--- src/rtl/m_unit_pkg.sv ---
// Shared definitions for the RV32M multiply/divide unit.
// Holds func3 codes, FSM state encoding and the M-extension decode constants.
// Used by upstream decode as well as by m_unit and m_divider.
package m_unit_pkg;

    // func3 encodings of the M-extension instructions
    localparam logic [2:0] F3_MUL    = 3'b000;
    localparam logic [2:0] F3_MULH   = 3'b001;
    localparam logic [2:0] F3_MULHSU = 3'b010;
    localparam logic [2:0] F3_MULHU  = 3'b011;
    localparam logic [2:0] F3_DIV    = 3'b100;
    localparam logic [2:0] F3_DIVU   = 3'b101;
    localparam logic [2:0] F3_REM    = 3'b110;
    localparam logic [2:0] F3_REMU   = 3'b111;

    // Decode constants for upstream: opcode OP with func7 = MULDIV
    localparam logic [6:0] M_OPCODE = 7'b0110011;
    localparam logic [6:0] M_FUNC7  = 7'b0000001;

    typedef enum logic [1:0] {
        S_IDLE = 2'd0,
        S_MUL  = 2'd1,
        S_DIV  = 2'd2,
        S_DONE = 2'd3
    } state_t;

endpackage

--- src/rtl/m_divider.sv ---
// Iterative radix-2 restoring divider on magnitudes, with sign fix-up and special cases.
// Latency: XLEN cycles after i_start; o_done marks the final iteration (results valid then).
// No backpressure: i_kill aborts; special cases are flagged combinationally from the inputs.
// Ports: i_start/i_kill control; i_dividend/i_divisor are absolute values; i_q_neg/i_r_neg
//        are the result signs; o_special/o_special_result cover divide-by-zero and overflow;
//        o_busy/o_done/o_quotient/o_remainder report the iterative result.
module m_divider
    import m_unit_pkg::*;
#(
    parameter int XLEN = 32
) (
    input  logic            clk,
    input  logic            rst_n,
    input  logic            i_start,
    input  logic            i_kill,
    input  logic            i_signed,
    input  logic            i_is_rem,
    input  logic [XLEN-1:0] i_dividend,
    input  logic [XLEN-1:0] i_divisor,
    input  logic            i_q_neg,
    input  logic            i_r_neg,
    output logic            o_special,
    output logic [XLEN-1:0] o_special_result,
    output logic            o_busy,
    output logic            o_done,
    output logic [XLEN-1:0] o_quotient,
    output logic [XLEN-1:0] o_remainder
);

    localparam int CW = $clog2(XLEN + 1);
    localparam logic [XLEN-1:0] W_MIN = {1'b1, {(XLEN-1){1'b0}}};
    localparam logic [XLEN-1:0] W_ONE = {{(XLEN-1){1'b0}}, 1'b1};

    logic            r_busy;
    logic [CW-1:0]   r_cnt;
    logic [XLEN-1:0] r_rem;
    logic [XLEN-1:0] r_quo;
    logic [XLEN-1:0] r_dvsr;
    logic            r_q_neg;
    logic            r_r_neg;

    logic            w_div_zero;
    logic            w_overflow;
    logic [XLEN:0]   w_shift;
    logic [XLEN+1:0] w_diff;
    logic [XLEN-1:0] w_rem_nxt;
    logic [XLEN-1:0] w_quo_nxt;

    // Overflow is MIN / -1: in magnitude form that is |a|=MIN, |b|=1, both negative
    // (divisor sign recovered as q_neg ^ r_neg).
    assign w_div_zero = (i_divisor == '0);
    assign w_overflow = i_signed && i_r_neg && (i_q_neg ^ i_r_neg)
                        && (i_dividend == W_MIN) && (i_divisor == W_ONE);
    assign o_special  = w_div_zero || w_overflow;

    always_comb begin
        o_special_result = '0;
        if (w_div_zero) begin
            // REM by zero returns the original dividend, so undo the magnitude
            o_special_result = i_is_rem ? (i_r_neg ? -i_dividend : i_dividend) : {XLEN{1'b1}};
        end else if (w_overflow) begin
            o_special_result = i_is_rem ? '0 : W_MIN;
        end
    end

    // One restoring step: shift the next dividend bit into the partial remainder and
    // subtract the divisor if it fits. The shifted value is below 2*divisor, so it needs
    // XLEN+1 bits and the difference one more for the borrow.
    assign w_shift   = {r_rem, r_quo[XLEN-1]};
    assign w_diff    = {1'b0, w_shift} - {2'b00, r_dvsr};
    assign w_rem_nxt = w_diff[XLEN+1] ? w_shift[XLEN-1:0] : w_diff[XLEN-1:0];
    assign w_quo_nxt = {r_quo[XLEN-2:0], ~w_diff[XLEN+1]};

    always_ff @(posedge clk or negedge rst_n) begin
        if (!rst_n) begin
            r_busy  <= 1'b0;
            r_cnt   <= '0;
            r_rem   <= '0;
            r_quo   <= '0;
            r_dvsr  <= '0;
            r_q_neg <= 1'b0;
            r_r_neg <= 1'b0;
        end else if (i_kill) begin
            r_busy <= 1'b0;
            r_cnt  <= '0;
        end else if (i_start) begin
            r_busy  <= 1'b1;
            r_cnt   <= CW'(XLEN);
            r_rem   <= '0;
            r_quo   <= i_dividend;
            r_dvsr  <= i_divisor;
            r_q_neg <= i_q_neg;
            r_r_neg <= i_r_neg;
        end else if (r_busy) begin
            r_rem <= w_rem_nxt;
            r_quo <= w_quo_nxt;
            r_cnt <= r_cnt - CW'(1);
            if (r_cnt == CW'(1)) begin
                r_busy <= 1'b0;
            end
        end
    end

    assign o_busy      = r_busy;
    assign o_done      = r_busy && (r_cnt == CW'(1));
    // Final-step values with signs applied; consumed in the cycle o_done is high
    assign o_quotient  = r_q_neg ? -w_quo_nxt : w_quo_nxt;
    assign o_remainder = r_r_neg ? -w_rem_nxt : w_rem_nxt;

endmodule

--- src/rtl/m_unit.sv ---
// RV32M multiply/divide unit behind EX: stalls the pipe and returns a registered result tagged with rd.
// Latency: MUL* done at T+2, DIV/REM at T+1+XLEN, divide special cases at T+1 (T = accept cycle).
// Backpressure: m_stall freezes IF/ID/EX while busy; pipeline_flush kills the op, no partial result.
// Ports: clk/rst_n; m_start/pipeline_flush control; op1/op2/func3/rd operands;
//        m_stall to the pipeline; m_done/m_result/m_rd/m_wb_reg_file to the EX/MEM writeback path.
module m_unit
    import m_unit_pkg::*;
#(
    parameter int XLEN = 32
) (
    input  logic            clk,
    input  logic            rst_n,
    input  logic            m_start,
    input  logic            pipeline_flush,
    input  logic [XLEN-1:0] op1,
    input  logic [XLEN-1:0] op2,
    input  logic [2:0]      func3,
    input  logic [4:0]      rd,
    output logic            m_stall,
    output logic            m_done,
    output logic [XLEN-1:0] m_result,
    output logic [4:0]      m_rd,
    output logic            m_wb_reg_file
);

    state_t            r_state;
    state_t            w_state_nxt;
    logic [XLEN-1:0]   r_op1;
    logic [XLEN-1:0]   r_op2;
    logic [2:0]        r_func3;
    logic [4:0]        r_rd;
    logic [XLEN-1:0]   r_result;

    logic              w_accept;
    logic              w_div_signed;
    logic              w_op1_neg;
    logic              w_op2_neg;
    logic [XLEN-1:0]   w_op1_abs;
    logic [XLEN-1:0]   w_op2_abs;
    logic              w_div_start;
    logic              w_div_special;
    logic [XLEN-1:0]   w_div_special_result;
    logic              w_div_busy;
    logic              w_div_done;
    logic [XLEN-1:0]   w_div_quo;
    logic [XLEN-1:0]   w_div_rem;
    logic [XLEN-1:0]   w_div_result;
    logic [2*XLEN-1:0] w_mul_a;
    logic [2*XLEN-1:0] w_mul_b;
    logic [2*XLEN-1:0] w_prod;
    logic [XLEN-1:0]   w_mul_result;

    assign w_accept = (r_state == S_IDLE) && m_start && !pipeline_flush;

    // Divider operand prep from the live EX operands; DIV/REM (func3[0]=0) are signed
    assign w_div_signed = ~func3[0];
    assign w_op1_neg    = w_div_signed & op1[XLEN-1];
    assign w_op2_neg    = w_div_signed & op2[XLEN-1];
    assign w_op1_abs    = w_op1_neg ? -op1 : op1;
    assign w_op2_abs    = w_op2_neg ? -op2 : op2;
    assign w_div_start  = w_accept && func3[2] && !w_div_special;

    m_divider #(.XLEN(XLEN)) u_divider (
        .clk              (clk),
        .rst_n            (rst_n),
        .i_start          (w_div_start),
        .i_kill           (pipeline_flush),
        .i_signed         (w_div_signed),
        .i_is_rem         (func3[1]),
        .i_dividend       (w_op1_abs),
        .i_divisor        (w_op2_abs),
        .i_q_neg          (w_op1_neg ^ w_op2_neg),
        .i_r_neg          (w_op1_neg),
        .o_special        (w_div_special),
        .o_special_result (w_div_special_result),
        .o_busy           (w_div_busy),
        .o_done           (w_div_done),
        .o_quotient       (w_div_quo),
        .o_remainder      (w_div_rem)
    );

    assign w_div_result = r_func3[1] ? w_div_rem : w_div_quo;

    // Extending to the full product width and keeping the low 2*XLEN bits of the
    // product gives the exact signed/unsigned result for every MULH* variant.
    assign w_mul_a      = {{XLEN{(r_func3 != F3_MULHU) & r_op1[XLEN-1]}}, r_op1};
    assign w_mul_b      = {{XLEN{(r_func3 == F3_MULH) & r_op2[XLEN-1]}}, r_op2};
    assign w_prod       = w_mul_a * w_mul_b;
    assign w_mul_result = (r_func3 == F3_MUL) ? w_prod[XLEN-1:0] : w_prod[2*XLEN-1:XLEN];

    always_ff @(posedge clk or negedge rst_n) begin
        if (!rst_n) begin
            r_state <= S_IDLE;
        end else begin
            r_state <= w_state_nxt;
        end
    end

    always_comb begin
        w_state_nxt = r_state;
        m_stall     = 1'b0;
        if (pipeline_flush) begin
            w_state_nxt = S_IDLE;
        end else begin
            case (r_state)
                S_IDLE: begin
                    if (m_start) begin
                        m_stall = 1'b1;
                        if (!func3[2]) begin
                            w_state_nxt = S_MUL;
                        end else if (w_div_special) begin
                            w_state_nxt = S_DONE;
                        end else begin
                            w_state_nxt = S_DIV;
                        end
                    end
                end
                S_MUL: begin
                    m_stall     = 1'b1;
                    w_state_nxt = S_DONE;
                end
                S_DIV: begin
                    m_stall = 1'b1;
                    // Divider busy drops together with done; leave if it was killed underneath
                    if (w_div_done || !w_div_busy) begin
                        w_state_nxt = S_DONE;
                    end
                end
                // m_start is still the same instruction here, so it is ignored
                S_DONE: w_state_nxt = S_IDLE;
                default: w_state_nxt = S_IDLE;
            endcase
        end
    end

    always_ff @(posedge clk or negedge rst_n) begin
        if (!rst_n) begin
            r_op1    <= '0;
            r_op2    <= '0;
            r_func3  <= '0;
            r_rd     <= '0;
            r_result <= '0;
        end else if (w_accept) begin
            r_op1   <= op1;
            r_op2   <= op2;
            r_func3 <= func3;
            r_rd    <= rd;
            if (func3[2] && w_div_special) begin
                r_result <= w_div_special_result;
            end
        end else if (!pipeline_flush) begin
            if (r_state == S_MUL) begin
                r_result <= w_mul_result;
            end else if (r_state == S_DIV && w_div_done) begin
                r_result <= w_div_result;
            end
        end
    end

    assign m_done        = (r_state == S_DONE) && !pipeline_flush;
    assign m_wb_reg_file = m_done;
    assign m_result      = r_result;
    assign m_rd          = r_rd;

endmodule
--- config.mk ---
export PLATFORM = sky130hd
export DESIGN_NAME = m_unit
export DESIGN_NICKNAME = d
export VERILOG_FILES = /design/src/rtl/m_unit_pkg.sv /design/src/rtl/m_divider.sv /design/src/rtl/m_unit.sv
export SDC_FILE = /design/constraint.sdc
export NUM_CORES = 2
export LEC_CHECK = 0
export ABC_AREA = 1
export ABC_CLOCK_PERIOD_IN_PS = 8950
export CAP_MARGIN = 20
export CORE_MARGIN = 2
export CORE_UTILIZATION = 66
export DETAILED_ROUTE_END_ITERATION = 10
export PLACE_DENSITY = 0.84
export SYNTH_ARGS = -nofsm -noshare
export SYNTH_HDL_FRONTEND = slang
export SYNTH_SLANG_ARGS = --single-unit
--- constraint.sdc ---
create_clock -name clk -period 8.95 [get_ports clk]
set_input_delay 1.79 -clock clk [delete_from_list [all_inputs] [get_ports clk]]
set_output_delay 1.79 -clock clk [all_outputs]
set_load 0.005 [all_outputs]
==> load_flow_metrics.sql <==
INSERT INTO impl_metrics (metric_group, metric, value, unit) VALUES
('outcome', 'outcome', 'completed', ''),
('timing', 'min_period_over_period', '98.0', '%'),
('clock_tree', 'maximum_root_to_sink_buffer_count', '3', ''),
('clock_tree', 'cts_buffers', '28', ''),
('worst_hold_path', 'min-delay-path-class', 'flop to flop', ''),
('timing', 'final-max-slew-violation-count', '0', ''),
('floorplanning', 'design.core.area', '0.0851', 'mm2'),
('worst_hold_path', 'worst_hold_startpoint', 'm_rd[4]', ''),
('synth', 'synth_flop_cell', 'dfrtp_1', ''),
('clock_tree', 'tritoncts_clock_tree', 'done', ''),
('timing', 'max_slew.worst_pin.slew', '1110', 'ps'),
('grt', 'grtUsageTotal', '44.4', '%'),
('synth', 'gate_count_post_synth', '7598', ''),
('synth', 'synth-compound-area-share', '7.42', '%'),
('drt', 'drt_first_iter_violations', '5646', ''),
('drt', 'vias_per_cell', '5.81', ''),
('grt', 'grt_start_max_net_pins', '117', ''),
('floorplanning', 'die_width', '297', 'um'),
('synth', 'synth_seq_cells', '211', ''),
('synth', 'post_synth_instance_area', '0.0567', 'mm2'),
('synth', 'synth_top_family_by_area', 'adder cells', ''),
('worst_setup_path', 'start_kind', 'flop', ''),
('floorplanning', 'io_pins', '116', ''),
('worst_setup_path', 'end_kind', 'flop', ''),
('floorplanning', 'rows', '107', ''),
('clock_tree', 'cts-hold-fix-buffers', '0', ''),
('synth', 'cell_type_contributing_the_most_total_cell_area_after_synthesis', 'fa_1', ''),
('synth', 'yosys-top-cells-count', 'nand2_1 (2,009), inv_1 (1,898), fa_1 (1,126)', ''),
('worst_setup_path', 'required_time_at_the_endpoint_of_the_critical_path', '9430', 'ps'),
('synth', 'post_synth_main_area_contributors', 'fa_1 (40%), nand2_1 (13%), inv_1 (13%)', ''),
('clock_tree', 'cts.sink_count', '211', ''),
('clock_tree', 'clock_latency', '640', 'ps'),
('synth', 'synthMuxAreaShare', '0', '%'),
('synth', 'synth.lib_cells_used.distinct', '58', ''),
('finish', 'fill_cells', '6821', ''),
('place', 'buffers_on_ports', '115', ''),
('floorplanning', 'dieArea', '0.0883', 'mm2'),
('place', 'instance_area_after_placement', '0.0593', 'mm2'),
('drt', 'routed_wire_length_per_instance', '22.1', 'um'),
('timing', 'worst_clock_skew', '57.3', 'ps'),
('timing', 'timing.max_slew.rel_slack', '26.0', '%'),
('worst_setup_path', 'critical_path_arrival', '9250', 'ps'),
('place', 'dp.final_hpwl', '159000', 'um'),
('floorplanning', 'initial_utilization', '66.6', '%'),
('grt', 'number_of_antenna_violations_at_the_first_check_in_global_routing', '11', ''),
('synth', 'synth_enable_flop_cells', '0', ''),
('drt', 'drc', '0', ''),
('finish', 'final_layout_size_suffix_gt1_share', '5.24', '%'),
('drt', 'vias', '50700', ''),
('synth', 'synth-adder-area-share', '45.4', '%'),
('synth', 'yosys.area_share.simple', '20.8', '%'),
('timing', 'final_period_minus_worst_setup_slack', '8770', 'ps'),
('run', 'max-cap-violations', '0', ''),
('synth', 'yosysWarnings', '0', ''),
('finish', 'final_cell_area', '0.0604', 'mm2'),
('clock_tree', 'cts-htree-levels', '1', ''),
('grt', 'grt.overflow.total', '0', ''),
('worst_setup_path', 'critical-path-slowest-cell', 'dfrtp_1', ''),
('synth', 'library_cell_with_the_highest_instance_count_after_synthesis', 'nand2_1', ''),
('synth', 'ys_async_sr_fraction', '100', '%'),
('place', 'placed_cell_count', '8663', ''),
('timing', 'fmax', '0.114', 'GHz'),
('synth', 'post_synth_xor_area_fraction', '1.58', '%'),
('worst_setup_path', 'worst_path_largest_cell_delay', '620', 'ps'),
('timing', 'report.final.hold_viol_count', '0', ''),
('clock_tree', 'cts.root.buffer_cell', 'clkbuf_16', ''),
('synth', 'synth_fp_nets', '9055', ''),
('finish', 'area_growth_syn_to_layout', '6.43', '%'),
('floorplanning', 'die_h', '297', 'um'),
('grt', 'number_of_global_route_vias_before_repair', '52800', ''),
('worst_setup_path', 'timing.reg2reg.setup_slack', '180', 'ps');
-- final timing paths --
kind	endpoint	cells after the start
worst max-delay path	m_result[10]	31
worst min-delay path	m_rd[4]	2
worst max register to register	m_result[10]	31
worst min register to register	m_rd[4]	2
max in group asynchronous	r_op2[12]	2
min in group asynchronous	r_state[0]	1
-- worst max-delay path: cells and delay by family (launching register included) --
family | cells | cell delay [ps]
buf+inv | 8 | 770
compound gates | 5 | 960
flops | 1 | 620
fa+ha+maj | 9 | 4630
simple gates | 9 | 1630
-- registers in the layout, summed over array words and instances (netlist names) --
| signal | count |
|---|---|
| m_result | 32 |
| u_divider.r_quo | 32 |
| u_divider.r_rem | 32 |
| u_divider.r_dvsr | 32 |
| m_rd | 5 |
| u_divider.r_r_neg | 1 |
| u_divider.r_cnt | 6 |
| r_op1 | 32 |
| u_divider.r_q_neg | 1 |
| r_func3 | 3 |
| r_op2 | 32 |
| r_state | 2 |
| u_divider.o_busy | 1 |
-- stage by stage --
stage | setup TNS, ps | hold WS, ps | utilization [%] | setup WS, ps
after floorplan | 0 | 453 | - | 969
after global placement | 0 | 452 | 69.6 | 265
after detailed placement | 0 | 457 | 69.6 | 264
after CTS | 0 | 474 | 70.8 | 168
after global routing | -14.0 | 508 | 70.9 | -14.0
final | 0 | 472 | 70.9 | 178
-- area by class of cell --
type | count | area [um2] | area share [%]
Timing Repair Buffer | 303 | 2800 | 4.64
Antenna cell | 2 | 5.00 | 0.00829
Clock inverter | 16 | 203 | 0.336
Inverter | 1918 | 7210 | 11.9
Multi-Input combinational cell | 5091 | 42600 | 70.7
Clock buffer | 35 | 777 | 1.29
Sequential cell | 211 | 5290 | 8.76
Tap cell | 1144 | 1430 | 2.37
-- metal layers --
layer  up-vias  global-route usage (%)  routed length, um
met5         -                       0                 69
met4        12                    22.4              12600
met3       729                    10.8              21600
met2      3140                    71.2              88100
met1     24600                    56.6              69900
li1      22200                       -                  -
-- logic make-up after synthesis --
| logic type | count (synthesis) |
|---|---|
| AOI/OAI and AO/OA | 733 |
| xor gates and xnor gates | 102 |
| adders and majority gates | 1381 |
| buffers and inverters | 2296 |
| DFF | 211 |
| and+or+nand+nor | 2875 |
-- layout by cell type (no fill, tap or decap), types with 76 or more instances in the layout --
cell type / count
a21oi_1: 259
buf_4: 170
clkdlybuf4s50_1: 114
dfrtp_1: 205
fa_1: 1126
ha_1: 255
inv_1: 1893
nand2_1: 2009
nand3_1: 232
nor2_1: 392
o21ai_0: 233
o21ai_1: 76
-- timing repair --
item | CTS | global route
hold endpoints to repair | 0 | 0
buffers inserted | 0 | 3
gates resized for setup | 0 | 15
endpoints found under the setup margin | 0 | 8
Power is left out: the tool's default activity adds up to more than one toggle a clock period on the data nets, which glitch-free logic cannot reach.
